`src/rtl/uart_tx_feeder.sv`:
```
// Byte FIFO feeding a UART transmitter: pops one word at a time into tx_data and
// handshakes with the transmitter's busy flag, re-requesting if busy never rises.
module uart_tx_feeder #(
  parameter int unsigned DATA_WIDTH  = 8,
  parameter int unsigned DEPTH       = 16,
  parameter int unsigned ACK_TIMEOUT = 4
) (
  input  logic                      clk,
  input  logic                      reset,
  input  logic                      wr_en,
  input  logic [DATA_WIDTH-1:0]     wr_data,
  input  logic                      clr_overflow,
  output logic                      full,
  output logic                      empty,
  output logic [$clog2(DEPTH):0]    count,
  output logic                      overflow,
  output logic                      tx_enable,
  output logic [DATA_WIDTH-1:0]     tx_data,
  input  logic                      tx_busy,
  output logic                      idle
);

  localparam int unsigned ADDR_WIDTH = $clog2(DEPTH);
  localparam int unsigned CNT_WIDTH  = ADDR_WIDTH + 1;
  localparam logic [7:0]  TmoLast    = 8'(ACK_TIMEOUT - 1);

  typedef enum logic [1:0] {StIdle, StReq, StWaitBusy, StWaitDone} state_e;

  state_e                  state_q;
  logic [DATA_WIDTH-1:0]   mem [DEPTH];
  logic [ADDR_WIDTH-1:0]   wr_ptr_q;
  logic [ADDR_WIDTH-1:0]   rd_ptr_q;
  logic [7:0]              tmo_q;
  logic                    pop;
  logic                    push;
  logic                    drop;

  assign empty     = (count == '0);
  assign full      = (count == CNT_WIDTH'(DEPTH));
  // A new word is taken only from IDLE or when the current frame has finished.
  assign pop       = !empty && ((state_q == StIdle) || ((state_q == StWaitDone) && !tx_busy));
  assign push      = wr_en && (!full || pop);
  assign drop      = wr_en && !push;
  assign tx_enable = (state_q == StReq) && !tx_busy;
  assign idle      = (state_q == StIdle) && empty;

  // Storage carries no reset; validity is tracked by count and the pointers.
  always_ff @(posedge clk) begin
    if (push) begin
      mem[wr_ptr_q] <= wr_data;
    end
  end

  always_ff @(posedge clk or posedge reset) begin
    if (reset) begin
      state_q  <= StIdle;
      wr_ptr_q <= '0;
      rd_ptr_q <= '0;
      count    <= '0;
      tmo_q    <= '0;
      tx_data  <= '0;
      overflow <= 1'b0;
    end else begin
      if (push) begin
        wr_ptr_q <= wr_ptr_q + 1'b1;
      end
      if (pop) begin
        rd_ptr_q <= rd_ptr_q + 1'b1;
        tx_data  <= mem[rd_ptr_q];
      end
      if (push && !pop) begin
        count <= count + 1'b1;
      end else if (!push && pop) begin
        count <= count - 1'b1;
      end

      if (drop) begin
        overflow <= 1'b1;
      end else if (clr_overflow) begin
        overflow <= 1'b0;
      end

      unique case (state_q)
        StIdle: begin
          if (!empty) state_q <= StReq;
        end
        StReq: begin
          if (!tx_busy) begin
            state_q <= StWaitBusy;
            tmo_q   <= '0;
          end
        end
        StWaitBusy: begin
          if (tx_busy) begin
            state_q <= StWaitDone;
          end else if (tmo_q == TmoLast) begin
            state_q <= StReq;
          end else begin
            tmo_q <= tmo_q + 1'b1;
          end
        end
        StWaitDone: begin
          if (!tx_busy) state_q <= empty ? StIdle : StReq;
        end
        default: state_q <= StIdle;
      endcase
    end
  end

endmodule
```
`config.mk`:
```
export PLATFORM = sky130hd
export DESIGN_NAME = uart_tx_feeder
export DESIGN_NICKNAME = d
export VERILOG_FILES = /design/src/rtl/uart_tx_feeder.sv
export SDC_FILE = /design/constraint.sdc
export NUM_CORES = 1
export LEC_CHECK = 0
export ABC_AREA = 1
export CAP_MARGIN = 40
export CORE_UTILIZATION = 68
export CTS_BUF_LIST = sky130_fd_sc_hd__clkbuf_8
export CTS_CLUSTER_DIAMETER = 60
export DETAILED_ROUTE_END_ITERATION = 6
export PLACE_DENSITY = 0.88
export SLEW_MARGIN = 30
export SYNTH_ARGS = -nofsm -noshare
export SYNTH_HDL_FRONTEND = slang
export SYNTH_SLANG_ARGS = --single-unit
```
`constraint.sdc`:
```
create_clock -name clk -period 4.4 [get_ports clk]
set_input_delay 0.88 -clock clk [delete_from_list [all_inputs] [get_ports clk]]
set_output_delay 0.88 -clock clk [all_outputs]
set_load 0.1 [all_outputs]
```
# Word level (Yosys, flattened, before mapping)
# Memories as Yosys holds them, arrays and structs flattened. A register that Yosys moved wholly into a read port is not among the register bits.
# Index checks and enable logic that the tools add are counted.
# totals
register_bits	24
mem_bits_rw	128
word_cells	62
mem_count	1
# mem_list
memory	words	width	read_ports	rd_ports_with_merged_regs	wr	line	rtl
mem	16	8	1	1	1	30	logic [DATA_WIDTH-1:0] mem [DEPTH];
# classes
addsub	5
n_eq_ne	11
n_mux	17
n_reduce_logical	22
# ops
op	count
2-to-1 mux 8 bit	3
one-hot mux 8 bit (2 select lines)	1
2-to-1 mux 2 bit	5
2-to-1 mux 5 bit	2
inequality test 2 bit, second input constant	5
adder 4 x 1 -> 4 bit, second input constant	2
adder 8 x 1 -> 8 bit, second input constant	1
== test 8 x 2 -> 1 bit, second input constant	1
logical AND 1 bit	8
one-hot mux 2 bit (4 select lines)	1
AND reduction 4 bit	2
nonzero test 2 bit	3
adder 5 x 1 -> 5 bit, second input constant	1
== test 5 bit, second input constant	1
zero test 1 bit	5
zero test 5 bit	1
2-to-1 mux 1 bit	5
subtractor 5 x 1 -> 5 bit, second input constant	1
== test 2 bit, second input constant	2
inequality test 3 bit, second input constant	1
== test 2 x 1 -> 1 bit, second input constant	1
zero test 2 bit	1
logical OR 1 bit	2

# Depth between registers and ports, before layout
# depth
depth_word	10
depth_mapped	14
ltp_nobuf	14

# Least setup slack after synthesis
# No wires, ideal clock.
# synth_path
path_kind	reg2reg
start	register count[4]
end	register count[4]
arrival_time_ns	4.077
required_time_ns	4.278
slack_ns	0.201
path_stages_with_launch	13
n_path_buf	0
synth_period_minus_slack_ns	4.199
cell_sequence	dfrtp_1 -> inv_1 -> nor2_1 -> a21boi_1 -> ha_1 -> inv_1 -> ha_1 -> a21oi_1 -> nand2_1 -> a21oi_1 -> o21ai_0 -> nand2_1 -> nand2_1
# synth_between
elab_cells_between_ends	16
# synth_lines
item	line	rtl
from (decl)	15	output logic [$clog2(DEPTH):0] count,
from (signal assigned)	72	count <= count + 1'b1;
from (signal assigned)	74	count <= count - 1'b1;
== test 5 bit (*)	39	assign full = (count == CNT_WIDTH'(DEPTH));
via full	13	output logic full,
zero test 1 bit (*)	42	assign push = wr_en && (!full || pop);
logical OR 1 bit (*)	42	
logical AND 1 bit (*)	42	
via push	35	logic push;
zero test 1 bit	73	end else if (!push && pop) begin
logical AND 1 bit	73	
nonzero test 2 bit (no source line)	n/a	
# Mark *: on every way through the listed nets, which the timed path passes. The rest lies on a longest branch. The select of a mux whose other input is x is not followed.
# A chain may end at the register's enable or synchronous reset.

# Worst setup path after layout
# layout_path
start	input port tx_busy
end	register count[4]
# layout_between
elab_chain_len	9
elab_cells_between_ends	12
# layout_rtl
item	line	rtl
from (decl)	19	input logic tx_busy,
zero test 1 bit (*)	n/a	
logical AND 1 bit (*)	41	assign pop = !empty && ((state_q == StIdle) || ((state_q == StWaitDone) && !tx_busy));
logical OR 1 bit (*)	41	
logical AND 1 bit (*)	41	
logical OR 1 bit (*)	42	
logical AND 1 bit (*)	42	
via push	35	
zero test 1 bit	73	
logical AND 1 bit	73	
nonzero test 2 bit (no source line)	n/a	
# Mark *: on every way through the listed nets, which the timed path passes. The rest lies on a longest branch.

==> results.sh <==
export IMPL_syn_to_final_growth_pct=15.9
export IMPL_netlist_area_um2=7330
export IMPL_viasPerCell=5.73
export IMPL_path_class="input port to flop"
export IMPL_critPathMaxFanout=15
export IMPL_synth_edf_count=128
export IMPL_grt_pass1_wl_um=27100
export IMPL_antenna_left=0
export IMPL_port_buffers=30
export IMPL_fin_crit_ps=3410
export IMPL_critPathArrivalTime_ps=3740
export IMPL_setup_viol_count_final=0
export IMPL_syn_nets=781
export IMPL_ys_top_cells_by_count="241 x nand2_1, 130 x inv_1, 128 x edfxtp_1, 112 x nand3_1, 32 x dfrtp_1"
export IMPL_path_clk_slew_ps=80
export IMPL_end_kind="flop"
export IMPL_rsz0062_at_grt="false"
export IMPL_cts_hold_fix_buffers=0
export IMPL_clock_sinks=160
export IMPL_post_cts_resized=0
export IMPL_die_h_um=106
export IMPL_antenna_found_initial=0
export IMPL_status="completed"
export IMPL_wire_per_inst_um=17.9
export IMPL_maxCapViolCount=0
export IMPL_hold_slack_ps=485
export IMPL_power_leakage_uw=0.00381
export IMPL_critPathLaunchType="input port"
export IMPL_postSynthCellCount=757
export IMPL_synthArstFlopShare_pct=20.0
export IMPL_wl_um=17200
export IMPL_max_slew_margin_pct=47.1
export IMPL_required_ps=4730
export IMPL_ys_ff_latch=160
export IMPL_clk_latency_ps=440
export IMPL_hpwlAfterDp_um=10400
export IMPL_ys_warnings_count=0
export IMPL_grt_max_degree=68
export IMPL_core_rowCount=37
export IMPL_die_x_um=106
export IMPL_nets=836
export IMPL_synthFlopType="edfxtp_1"
export IMPL_finalSetupTns_ps=0
export IMPL_post_cts_buffers=0
export IMPL_clockBufferDepth=2
export IMPL_vias=5509
export IMPL_hold_viol=0
export IMPL_hold_path_class="flop to flop"
export IMPL_tritoncts="done"
export IMPL_initial_core_util_pct=70.6
export IMPL_cts_root_buf="clkbuf_8"
export IMPL_netlist_area_leader_share_pct=52.5
export IMPL_drt_first_iter_violations=875
export IMPL_fin_skew_ps=15.4
export IMPL_synth_avg_cell_area_um2=9.68
export IMPL_fmax_ghz=0.293
export IMPL_synth_most_common_cell="nand2_1"
export IMPL_ys_top_cells_by_area="edfxtp_1 52%, nand2_1 12%, dfrtp_1 11%, nand3_1 7.7%, inv_1 6.7%"
export IMPL_ir_drop_mv=0.638
export IMPL_grt_overflow=0
export IMPL_dr_pass1_iters=7
export IMPL_drive_gt1_share_pct=9.82
export IMPL_grt_use_total_pct=32.9
export IMPL_post_route_period_util_pct=77.6
export IMPL_grt_pass1_vias=5535
export IMPL_synth_cell_types=30
export IMPL_globalplace_congestion=0.862
export IMPL_worst_r2r_setup_slack_ps=1340
export IMPL_numCtsBuffers=17
export IMPL_drc=0
export IMPL_htree_levels=4
export IMPL_ys_seq_area_share_pct=63.4
export IMPL_slew_violations=0
export IMPL_io_pins=31
export IMPL_worst_slew_pin_transition_ps=794
export IMPL_synth_top_area_cell="edfxtp_1"
export IMPL_antenna_cells=0
export IMPL_die_area_um2=11200
export IMPL_power_density_nw_per_um2=694
export IMPL_core_area_um2=10400
## critical path, stage by stage
cell and delay, ps:
clkdlybuf4s50_1 470, nand2_1 110, inv_1 60, nor3_2 180, nand2_2 240, a21boi_1 370
ha_1 210, inv_1 120, ha_1 350, a21oi_1 170, nand2_1 110, a21oi_1 220
o21ai_0 120, nand2_1 70, nand2_1 50
## state kept, by name, indices dropped and copies added, names as in the netlist
name and count:
mem 128, tx_data 8, wr_ptr_q 4, count 5, rd_ptr_q 4, state_q 2, tmo_q 8, overflow 1
## cells by family after synthesis
| kind of cell | count (synthesis) | share of synthesized area (%) |
|---|---|---|
| xor+xnor | 9 | 1.08 |
| compound gates | 23 | 1.79 |
| fa+ha+maj | 11 | 1.98 |
| simple gates | 390 | 22.7 |
| flops | 160 | 63.4 |
| buf+inv | 164 | 9.05 |
## metrics by stage
stage	setup WS (ps)	total power, µW	utilization, %	cells	cell area (µm²)
floorplan	201	3790	-	757	7330
global placement	863	4270	75.0	912	7780
detailed placement	619	4620	77.5	929	8040
CTS	1100	5860	81.9	961	8490
global route	862	6160	81.9	961	8490
finish	987	5890	81.9	961	8490
## layout make-up
cell class | count | area (µm²)
clock buffers | 19 | 262
well taps | 136 | 170
flip-flops and latches | 160 | 4650
clock inverters | 13 | 191
fillers | 564 | 1880
inverters | 133 | 499
repair buffers | 67 | 703
multi-input cells | 433 | 2020
## routing by layer
metal	GRT usage (%)	wire [µm]	vias to the layer above
li1	-	-	2537
met4	17.2	683	0
met1	39.6	6310	2601
met3	6.43	1280	55
met2	56.3	8920	316
met5	0	0	-
## placed cells by master (no fill, tap or decap), drive strengths merged
cell and instances:
nand2 244, xnor2 2, a21boi 1, nand3b 1
o21ai 14, bufinv 5, nor3 18, buf 38
clkbuf 19, inv 136, or2 1, fa 1
clkinv 4, nand4 2, edfxtp 128, o211ai 1
nor2 12, ha 10, nand3 112, dfrtp 32
clkdlybuf4s50 29, a21oi 7, xor2 7, clkinvlp 1
## path summary, 6_finish.rpt
check | startpoint | to | cells past startpoint
setup / recovery | tx_busy | count[4]$_DFFE_PP0P_ | 15
hold / removal | tx_data[1]$_DFFE_PP0P_ | tx_data[1]$_DFFE_PP0P_ | 2
setup reg to reg | count[1]$_DFFE_PP0P_ | count[4]$_DFFE_PP0P_ | 13
hold reg to reg | tx_data[1]$_DFFE_PP0P_ | tx_data[1]$_DFFE_PP0P_ | 2
max in group asynchronous | reset | rd_ptr_q[0]$_DFFE_PP0P_ | 3
min in group asynchronous | reset | state_q[0]$_DFFE_PP0P_ | 3
## power breakdown
part / switching, µW / total, µW / internal (µW)
logic: 1840 / 2650 / 805
clock network: 517 / 1220 / 699
registers: 171 / 2030 / 1860
(Power assumes the default switching activity.)
